--- src/rtl/game_pkg.sv ---
// Shared types and constants for the game-speed sequencer: FSM state codes and
// divider level-code limits.
package game_pkg;

  typedef logic [3:0] level_t;
  typedef logic [1:0] state_t;

  localparam state_t ST_IDLE  = 2'b00;
  localparam state_t ST_RUN   = 2'b01;
  localparam state_t ST_PAUSE = 2'b10;
  localparam state_t ST_OVER  = 2'b11;

  localparam level_t LVL_MIN  = 4'd1;
  localparam level_t LVL_MAX  = 4'd10;
  localparam level_t LVL_TEST = 4'b1111;

endpackage

--- src/rtl/rise_pulse.sv ---
// Rising-edge detector: samples d_i every cycle and flags a 0->1 transition
// combinationally against the registered previous sample.
module rise_pulse (
  input  logic clk_i,
  input  logic rst_ni,
  input  logic d_i,
  output logic rise_o
);

  logic d_q;

  always_ff @(posedge clk_i or negedge rst_ni) begin
    if (!rst_ni) begin
      d_q <= 1'b0;
    end else begin
      d_q <= d_i;
    end
  end

  assign rise_o = d_i & ~d_q;

endmodule

--- src/rtl/speed_level_ctrl.sv ---
// Game-speed sequencer: run/pause/over FSM, score-driven level stepping for the
// clock divider, and a settle-gated single-cycle game tick derived from the divider output.
module speed_level_ctrl
  import game_pkg::*;
#(
  parameter int unsigned MIN_LEVEL     = 1,
  parameter int unsigned MAX_LEVEL     = 10,
  parameter int unsigned PTS_PER_LEVEL = 5,
  parameter int unsigned SETTLE_CYC    = 4,
  parameter int unsigned TEST_MODE     = 0
) (
  input  logic       clk_i,
  input  logic       rst_ni,
  input  logic       start_i,
  input  logic       pause_i,
  input  logic       score_evt_i,
  input  logic       fail_i,
  input  logic       div_clk_i,
  output logic [3:0] level_o,
  output logic       tick_en_o,
  output logic       level_up_o,
  output logic       game_over_o,
  output logic [1:0] state_o
);

  localparam int unsigned PtsW    = $clog2(PTS_PER_LEVEL + 1);
  localparam int unsigned SettleW = $clog2(SETTLE_CYC + 1);

  localparam logic [PtsW-1:0]    PtsLast   = PtsW'(PTS_PER_LEVEL - 1);
  localparam logic [SettleW-1:0] SettleMax = SettleW'(SETTLE_CYC);
  localparam level_t             LvlMin    = level_t'(MIN_LEVEL);
  localparam level_t             LvlMax    = level_t'(MAX_LEVEL);

  state_t              state_q, state_d;
  level_t              level_q, level_d;
  logic [PtsW-1:0]     pts_q, pts_d;
  logic [SettleW-1:0]  settle_q, settle_d;
  logic                tick_en_q, tick_en_d;
  logic                level_up_q, level_up_d;
  logic                game_over_q, game_over_d;
  logic                div_rise;

  rise_pulse u_div_rise (
    .clk_i  (clk_i),
    .rst_ni (rst_ni),
    .d_i    (div_clk_i),
    .rise_o (div_rise)
  );

  always_comb begin
    state_d    = state_q;
    level_d    = level_q;
    pts_d      = pts_q;
    settle_d   = (settle_q != '0) ? settle_q - 1'b1 : settle_q;
    level_up_d = 1'b0;

    // Priority chain: Fail > Start > ScoreEvt > Pause.
    if (fail_i && (state_q == ST_RUN || state_q == ST_PAUSE)) begin
      state_d = ST_OVER;
    end else if (start_i) begin
      state_d  = ST_RUN;
      level_d  = LvlMin;
      pts_d    = '0;
      settle_d = SettleMax;
    end else if (score_evt_i && state_q == ST_RUN) begin
      if (pts_q == PtsLast) begin
        pts_d = '0;
        if (level_q < LvlMax) begin
          level_d    = level_q + 1'b1;
          level_up_d = 1'b1;
          settle_d   = SettleMax;
        end
      end else begin
        pts_d = pts_q + 1'b1;
      end
    end else if (pause_i && state_q == ST_RUN) begin
      state_d = ST_PAUSE;
    end else if (pause_i && state_q == ST_PAUSE) begin
      state_d = ST_RUN;
    end

    // Ticks are suppressed while the divider reloads after a level change.
    tick_en_d   = (state_q == ST_RUN) && div_rise && (settle_q == '0);
    game_over_d = (state_d == ST_OVER);
  end

  always_ff @(posedge clk_i or negedge rst_ni) begin
    if (!rst_ni) begin
      state_q     <= ST_IDLE;
      level_q     <= LvlMin;
      pts_q       <= '0;
      settle_q    <= '0;
      tick_en_q   <= 1'b0;
      level_up_q  <= 1'b0;
      game_over_q <= 1'b0;
    end else begin
      state_q     <= state_d;
      level_q     <= level_d;
      pts_q       <= pts_d;
      settle_q    <= settle_d;
      tick_en_q   <= tick_en_d;
      level_up_q  <= level_up_d;
      game_over_q <= game_over_d;
    end
  end

  assign level_o     = (TEST_MODE != 0) ? LVL_TEST : level_q;
  assign tick_en_o   = tick_en_q;
  assign level_up_o  = level_up_q;
  assign game_over_o = game_over_q;
  assign state_o     = state_q;

endmodule

--- config.mk ---
export PLATFORM = sky130hd
export DESIGN_NAME = speed_level_ctrl
export DESIGN_NICKNAME = d
export VERILOG_FILES = /design/src/rtl/game_pkg.sv /design/src/rtl/rise_pulse.sv /design/src/rtl/speed_level_ctrl.sv
export SDC_FILE = /design/constraint.sdc
export NUM_CORES = 1
export LEC_CHECK = 0
export CAP_MARGIN = 20
export CORE_UTILIZATION = 53
export CTS_BUF_LIST = sky130_fd_sc_hd__clkbuf_8
export DETAILED_ROUTE_END_ITERATION = 6
export PLACE_DENSITY_LB_ADDON = 0.25
export SYNTH_ARGS = -nofsm -noshare
export SYNTH_HDL_FRONTEND = slang
export SYNTH_SLANG_ARGS = --single-unit
--- constraint.sdc ---
create_clock -name clk_i -period 1.75 [get_ports clk_i]
set_input_delay 0.2625 -clock clk_i [delete_from_list [all_inputs] [get_ports clk_i]]
set_output_delay 0.2625 -clock clk_i [all_outputs]
set_load 0.1 [all_outputs]
==> results of run 1 <==
## Yosys cell counts, types with 2 or more instances
master	n	area, um^2
sky130_fd_sc_hd__a22o_1	2	17.5
sky130_fd_sc_hd__nand2_1	3	11.3
sky130_fd_sc_hd__mux2i_1	2	20.0
sky130_fd_sc_hd__dfrtp_1	15	375
sky130_fd_sc_hd__nor2b_1	2	12.5
sky130_fd_sc_hd__inv_1	8	30.0
sky130_fd_sc_hd__o21ai_0	4	20.0
sky130_fd_sc_hd__nand3_1	2	10.0
sky130_fd_sc_hd__o211ai_1	3	22.5
sky130_fd_sc_hd__buf_2	2	10.0
sky130_fd_sc_hd__nor2_1	2	7.51
sky130_fd_sc_hd__nor4_1	2	12.5
sky130_fd_sc_hd__nor3_1	2	10.0
sky130_fd_sc_hd__ha_1	7	87.6
sky130_fd_sc_hd__a21oi_1	5	25.0
## layer usage
metal	track usage (%)	up-vias	wire length (um)
met5	0	-	0
met4	8.75	0	57
met3	6.03	7	91
met2	38.1	25	957
met1	30.4	357	822
li1	-	342	-
## sequential cells by signal, summed over array words and instances, names as in the netlist
name            flops
settle_q            3
level_up_o          1
tick_en_o           1
pts_q               3
game_over_o         1
level_o             4
u_div_rise.d_q      1
state_o             2
## worst max-delay path, cell delays in order, from the launching register on
cell                       delay (ns)
sky130_fd_sc_hd__dfrtp_4         0.51
sky130_fd_sc_hd__inv_1           0.07
sky130_fd_sc_hd__ha_1            0.29
sky130_fd_sc_hd__and4_1          0.29
sky130_fd_sc_hd__a211oi_1        0.09
sky130_fd_sc_hd__a311oi_1        0.30
## worst paths after layout
path / to / slack [ns] / cells after the start
worst max-delay path: level_o[0] / 0.11 / 5
worst min-delay path: game_over_o / 0.30 / 1
worst max register to register: level_o[0] / 0.11 / 5
worst min register to register: tick_en_o / 0.53 / 1
max in group asynchronous: level_o[0] / 0.91 / 2
min in group clk_i: u_div_rise.d_q / 0.49 / 1
## report_power, final
part	internal (mW)	switching, mW	total, mW	leakage, nW
sequential	0.440	0.0516	0.492	0.201
clock	0.200	0.129	0.329	0.0288
combinational	0.220	0.366	0.586	0.299
total	0.860	0.547	1.41	0.528
## per-stage QoR
stage / cells / hold slack [ns] / utilization, %
6_report: 119 / 0.297 / 78.7
4_1_cts: 119 / 0.310 / 77.3
5_1_grt: 119 / 0.325 / 78.7
3_3_place_gp: 115 / 0.520 / 73.7
3_5_place_dp: 115 / 0.517 / 73.7
2_1_floorplan: 81 / -0.0331 / -
## cell families after synthesis
| kind of cell | synth area share [%] |
|---|---|
| muxes | 2.34 |
| DFF | 47.0 |
| AOI/OAI and AO/OA | 19.2 |
| adders and majority gates | 10.2 |
| xor gates and xnor gates | 1.03 |
| and+or+nand+nor | 15.5 |
| buffers and inverters | 4.69 |
## area by class of cell
cell class | instances | area, um^2 | area share (%)
Multi-Input combinational cell | 55 | 433 | 36.5
Clock buffer | 4 | 55.1 | 4.65
Sequential cell | 16 | 407 | 34.3
Inverter | 8 | 30.0 | 2.53
Timing Repair Buffer | 20 | 240 | 20.3
Tap cell | 16 | 20.0 | 1.69
## repair_timing
action / CTS / global route
buffers inserted: 0 / 0
hold buffers: 0 / 0
endpoints found under the setup margin: 0 / 2
gates resized for setup: 0 / 3
==> impl_results.rst, run 1 <==
.. list-table::
   :header-rows: 1

   * - Metric
     - Value
   * - Run status
     - completed
   * - IO buf count
     - 15
   * - Setup slack after layout
     - 0.105 ns
   * - Die area
     - 0.00178 mm^2
   * - Commonest cells after routing, fill and taps aside
     - sky130_fd_sc_hd__dfrtp_1, sky130_fd_sc_hd__inv_1, sky130_fd_sc_hd__buf_4
   * - Maximum buffer depth of the clock tree
     - 2
   * - Sequential-to-total area share from yosys stat
     - 47.0%
   * - Share of post-route cells with drive strength above 1
     - 24.3%
   * - Sink Count
     - 16
   * - Half-perimeter wire length of the detailed placement result
     - 1470 um
   * - EDFF count, synth
     - 0
   * - Worst-skew pair later-pin latency
     - 0.25 ns
   * - Number of instances in the synthesized netlist
     - 81
   * - Antenna violation net count after detailed routing
     - 0
   * - Master cell of the clock root buffer
     - sky130_fd_sc_hd__clkbuf_8
   * - Number of DRC markers after the initial detailed-route iteration
     - 9
   * - Cell area after layout
     - 0.00118 mm^2
   * - DR WL/cell
     - 16.2 um
   * - Filler cells
     - 99
   * - I/O pins
     - 16
   * - Remaining design rule violation count
     - 0
   * - Vias in the first global route
     - 686
   * - Fin. max-slew vios
     - 0
   * - Average size of a mapped cell
     - 10.6 um^2
   * - Post-detailed-route via-to-cell ratio
     - 6.14
   * - Arrival time of data at the critical path endpoint
     - 1.80 ns
   * - Final hold violation count
     - 0
   * - Launching element of the worst setup path
     - state_o[1]
   * - Slew margin rel.
     - 73.5%
   * - Number of synthesized register bits
     - 16
   * - CP endpoint kind
     - flip-flop
   * - Min cycle time layout
     - 1.64 ns
   * - Data required time of the critical path
     - 1.90 ns
   * - Residual overflow from global routing
     - 0
   * - Hold WC Path Type
     - input pin to async pin
   * - Number of detailed-route iterations in the first pass
     - 4
   * - Flip-flop cell with the highest count after synthesis
     - sky130_fd_sc_hd__dfrtp_1
   * - Top fanout value on the critical path
     - 6
   * - Number of distinct library cell variants in the gate-level netlist after synthesis
     - 35
   * - Final number of setup-violating endpoints
     - 0
   * - Critical R2R Launch
     - state_o[1]
   * - Post-Syn Area
     - 855 um^2
   * - Initial antenna violation count
     - 0
   * - First-pass GRT wire length
     - 3130 um
   * - CTS Buf Count
     - 3
   * - GP Congestion
     - 0.844
   * - Clock slew at reported path FFs
     - 0.06 ns
   * - # H-tree levels
     - 1
   * - Power density of the placed cells
     - 1190 mW/mm^2
   * - Antenna diode count
     - 0
   * - Syn. warnings
     - 0
   * - Unrepaired setup endpoints after global routing
     - false
   * - Placeable core region
     - 0.00151 mm^2
   * - Synth-to-Final Area Change
     - 38.7%
   * - Setup TNS Final
     - 0 ns
   * - Net count of the finished layout
     - 118
   * - Worst IR drop on VDD
     - 786 uV
   * - Actual slew at the worst max-slew pin
     - 0.396 ns
   * - Standard cell area after detailed placement
     - 0.00111 mm^2
   * - Final wirelength
     - 1930 um
   * - Setup skew after layout
     - 0.00400 ns
   * - Post-placement setup slack
     - 0.0860 ns
   * - Starting density of the core
     - 56.7%
   * - DR vias
     - 731
   * - Nets in the synthesized netlist
     - 95
   * - Top achievable clock speed
     - 0.608 GHz
   * - Part of the cycle the worst path needs
     - 94.0%
   * - Share of flip-flops with an asynchronous set or reset after synthesis
     - 100%
   * - Overall Global Routing Usage
     - 23.5%
   * - Largest net degree at the start of global routing
     - 10
   * - Setup CP Type
     - flip-flop to flip-flop
   * - Height of the die
     - 42.2 um
   * - Die boundary width
     - 42.2 um
   * - Max-capacitance violation count
     - 0
   * - Number of placement rows
     - 14
   * - TritonCTS clock tree
     - yes
   * - Commonest non-fill, non-tap cell in the layout
     - sky130_fd_sc_hd__dfrtp_1
   * - Static leakage power
     - 0.528 nW
   * - Design Power
     - 1.41 mW
   * - Element type at the critical path start
     - flip-flop
Note: power is estimated with default switching activity, not from simulation.
==> run 2, diff against run 1 <==
Settings changed: CORE_UTILIZATION 53 to 35, SYNTH_HIERARCHICAL set to 1.
Clock period 1.75 ns to 1.5 ns, I/O delays scaled along.
==> run 2 against run 1 <==
Maximum frequency up 15%. Core utilization is 21 points lower. Final cell count grew 15%. Flip-flop and latch count did not move. Worst setup slack worse by 0.035 ns. Synthesized area up 2.2%. Die area rose by 52%. Wire length shrank 5.1%. Global-route usage decreased by 7.1 points. Power grew 22%. Clock skew about the same. Critical endpoint is now pts_q[1].
==> impl_results.rst, run 2 <==
.. list-table::
   :header-rows: 1

   * - Metric
     - Value
   * - Most frequently used cell type in the post-synthesis netlist
     - sky130_fd_sc_hd__dfrtp_1
   * - Cell taking the most area after synthesis
     - sky130_fd_sc_hd__dfrtp_1
   * - DR vias
     - 735 (+0.55%)
   * - Final hold violation count
     - 0 (unchanged)
   * - Chain of cells forming the critical path
     - inv_2 -> ha_4 -> nand2b_4 -> and3_4 -> a22o_1
   * - Power density of the placed cells
     - 1300 mW/mm^2 (+9.4%)
   * - IO buf count
     - 15 (unchanged)
   * - Average size of a mapped cell
     - 10.5 um^2 (-0.27%)
   * - Data required time of the critical path
     - 1.64 ns (-0.26 ns)
   * - Flip-flop cell with the highest count after synthesis
     - sky130_fd_sc_hd__dfrtp_1
   * - Setup Fix Bufs, Post-CTS
     - 0 (unchanged)
   * - Worst-skew pair later-pin latency
     - 0.25 ns (about the same)
   * - Fin Hold WS
     - 0.298 ns (+0.000341 ns)
   * - Setup TNS Final
     - 0 ns (unchanged)
   * - Number of cells on the critical path
     - 5 (unchanged)
   * - Final wirelength
     - 1830 um (-5.1%)
   * - Antenna violation net count after detailed routing
     - 0 (unchanged)
   * - Crit path buf inv count
     - 1 (unchanged)
   * - Slowest Stage Delay on Critical Path
     - 0.48 ns (-0.03 ns)
   * - Vias in the first global route
     - 698 (+1.7%)
   * - Setup slack after layout
     - 0.0702 ns (-0.0351 ns)
   * - Sink Count
     - 16 (unchanged)
   * - # H-tree levels
     - 1 (unchanged)
   * - Top achievable clock speed
     - 0.699 GHz (+15%)
   * - Min cycle time layout
     - 1.43 ns (-0.215 ns)
   * - I/O pins
     - 16 (unchanged)
   * - Number of instances in the synthesized netlist
     - 83 (+2.5%)
   * - Standard cell area after detailed placement
     - 0.00126 mm^2 (+14%)
   * - Actual slew at the worst max-slew pin
     - 0.247 ns (-0.149 ns)
   * - Largest net degree at the start of global routing
     - 17 (+7)
   * - Number of cells in the design after placement
     - 133 (+16%)
   * - Maximum buffer depth of the clock tree
     - 2 (unchanged)
   * - Setup skew after layout
     - 0.00439 ns (+0.000394 ns)
   * - Critical-path cell with the highest stage delay
     - sky130_fd_sc_hd__dfrtp_4
   * - Number of cells traversed by the worst register-to-register path
     - 5 (unchanged)
   * - Element type at the critical path start
     - flip-flop
   * - Post-route met1 wirelength
     - 851 um (+3.5%)
   * - Initial antenna violation count
     - 0 (unchanged)
   * - Residual overflow from global routing
     - 0 (unchanged)
   * - Met2 wirelength from detailed routing
     - 874 um (-8.7%)
   * - Remaining design rule violation count
     - 0 (unchanged)
   * - Number of distinct library cell variants in the gate-level netlist after synthesis
     - 33 (-5.7%)
   * - TritonCTS clock tree
     - yes
   * - Final number of setup-violating endpoints
     - 0 (unchanged)
   * - GP Congestion
     - 0.867 (+2.8%)
   * - Post-placement setup slack
     - -0.00238 ns (-0.0884 ns)
   * - Fin. max-slew vios
     - 0 (unchanged)
   * - Dominant delay contributor by cell family on the critical path
     - flip-flops
   * - Commonest non-fill, non-tap cell in the layout
     - sky130_fd_sc_hd__dfrtp_1
   * - Part of the cycle the worst path needs
     - 95.3% (+1.3 points)
   * - Height of the die
     - 52.0 um (+23%)
   * - Number of DRC markers after the initial detailed-route iteration
     - 7 (-2)
   * - Share of flip-flops with an asynchronous set or reset after synthesis
     - 100% (unchanged)
   * - Nets in the synthesized netlist
     - 97 (+2.1%)
   * - Sequential-to-total area share from yosys stat
     - 46.0% (-1.0 points)
   * - Uppermost layer routed
     - met4
   * - Share of post-route cells with drive strength above 1
     - 38.5% (+14 points)
   * - Synth-to-Final Area Change
     - 51.1%
   * - Number of synthesized register bits
     - 16 (unchanged)
   * - Setup CP Type
     - flip-flop to flip-flop
   * - Run status
     - completed
   * - First-pass GRT wire length
     - 3190 um (+1.8%)
   * - CTS Buf Count
     - 3 (unchanged)
   * - # hold bufs at CTS
     - 0 (unchanged)
   * - Unrepaired setup endpoints after global routing
     - true
   * - Net count of the finished layout
     - 124 (+5.1%)
   * - Flip-flop count of the largest register after layout
     - 4 (unchanged)
   * - Number of placement rows
     - 17 (+3)
   * - Arrival time of data at the critical path endpoint
     - 1.57 ns (-0.23 ns)
   * - Starting density of the core
     - 38.4% (-18 points)
   * - Number of detailed-route iterations in the first pass
     - 4 (unchanged)
   * - Post-Syn Area
     - 873 um^2 (+2.2%)
   * - Max-capacitance violation count
     - 0 (unchanged)
   * - Slew margin rel.
     - 83.5% (+10 points)
   * - Master cell of the clock root buffer
     - sky130_fd_sc_hd__clkbuf_8
   * - Overall Global Routing Usage
     - 16.4% (-7.1 points)
   * - Antenna diode count
     - 0 (unchanged)
   * - Area share of the largest cell type after synthesis
     - 43.0% (-0.94 points)
   * - Static leakage power
     - 0.577 nW (+9.1%)
   * - Die boundary width
     - 52.0 um (+23%)
   * - Leading cell types by total area after synthesis
     - sky130_fd_sc_hd__dfrtp_1, sky130_fd_sc_hd__ha_1, sky130_fd_sc_hd__a21oi_1, sky130_fd_sc_hd__dfstp_2, sky130_fd_sc_hd__inv_1
   * - Syn. warnings
     - 6 (+6)
   * - Hold WC Path Type
     - input pin to async pin
   * - Routed wire length on met3
     - 67 um (-26%)
   * - Half-perimeter wire length of the detailed placement result
     - 1410 um (-4.6%)
   * - Worst IR drop on VDD
     - 908 uV (+15%)
   * - Top fanout value on the critical path
     - 10 (+4)
   * - Commonest cells after routing, fill and taps aside
     - sky130_fd_sc_hd__dfrtp_1, sky130_fd_sc_hd__buf_12, sky130_fd_sc_hd__buf_4
   * - Clock slew at reported path FFs
     - 0.06 ns (about the same)
   * - CP endpoint kind
     - flip-flop
   * - Cell area after layout
     - 0.00132 mm^2 (+11%)
   * - Die area
     - 0.00270 mm^2 (+52%)
   * - EDFF count, synth
     - 0 (unchanged)
   * - Top cells by count, synth
     - sky130_fd_sc_hd__dfrtp_1, sky130_fd_sc_hd__ha_1, sky130_fd_sc_hd__inv_1
   * - Number of cells upsized or downsized after cts
     - 0 (unchanged)
   * - Post-detailed-route via-to-cell ratio
     - 5.36 (-13%)
   * - Final std cells w/o fill
     - 137 (+15%)
   * - DR WL/cell
     - 13.4 um (-18%)
   * - Placeable core region
     - 0.00228 mm^2 (+51%)
-- run 2: cell count changes after synthesis, sizes merged, moves of 2 or more --
cell and change:
and2b +2, nand2 +2, nor4 -2, o21ai +2
-- run 2: final cells by class --
type                       count  area (um^2)
fill                         199          956
multi-input combinational     58          483
sequential                    16          417
timing repair buffer          23          300
clock buffer                   4         55.1
tap                           28         35.0
inverter                       8         30.0
-- run 2: cell families after synthesis --
family | after synthesis | share of synthesized area (%)
and+or+nand+nor | 23 | 16.6
xor gates and xnor gates | 1 | 1.00
AOI/OAI and AO/OA | 25 | 19.8
adders and majority gates | 7 | 10.0
DFF | 16 | 46.0
muxes | 2 | 2.29
buffers and inverters | 9 | 4.30
-- run 2: through the flow --
step                      util (%)  power [mW]
after global routing          58.0        1.82
after CTS                     57.9        1.73
after floorplan                  -        1.09
after global placement        55.5        1.33
after detailed placement      55.5        1.34
final                         58.0        1.71
-- run 2: metal layers --
layer	track usage, %	up-vias
met5	0	-
li1	-	357
met2	25.4	20
met1	22.0	354
met4	8.11	0
met3	2.63	4
-- run 2: worst paths after layout --
path | from | end | slack [ns]
worst max-delay path | state_o[1] | pts_q[1] | 0.07
worst min-delay path | rst_ni | state_o[1] | 0.30
worst max register to register | state_o[1] | pts_q[1] | 0.07
worst min register to register | pts_q[1] | pts_q[1] | 0.54
max in group asynchronous | rst_ni | level_o[0] | 0.95
min in group clk_i | div_clk_i | u_div_rise/d_q | 0.45
-- run 2: report_power, final --
group	switching [mW]	leakage [nW]	internal, mW
Clock	0.146	0.0288	0.233
Sequential	0.0529	0.196	0.515
Combinational	0.441	0.352	0.327
Total	0.640	0.577	1.07
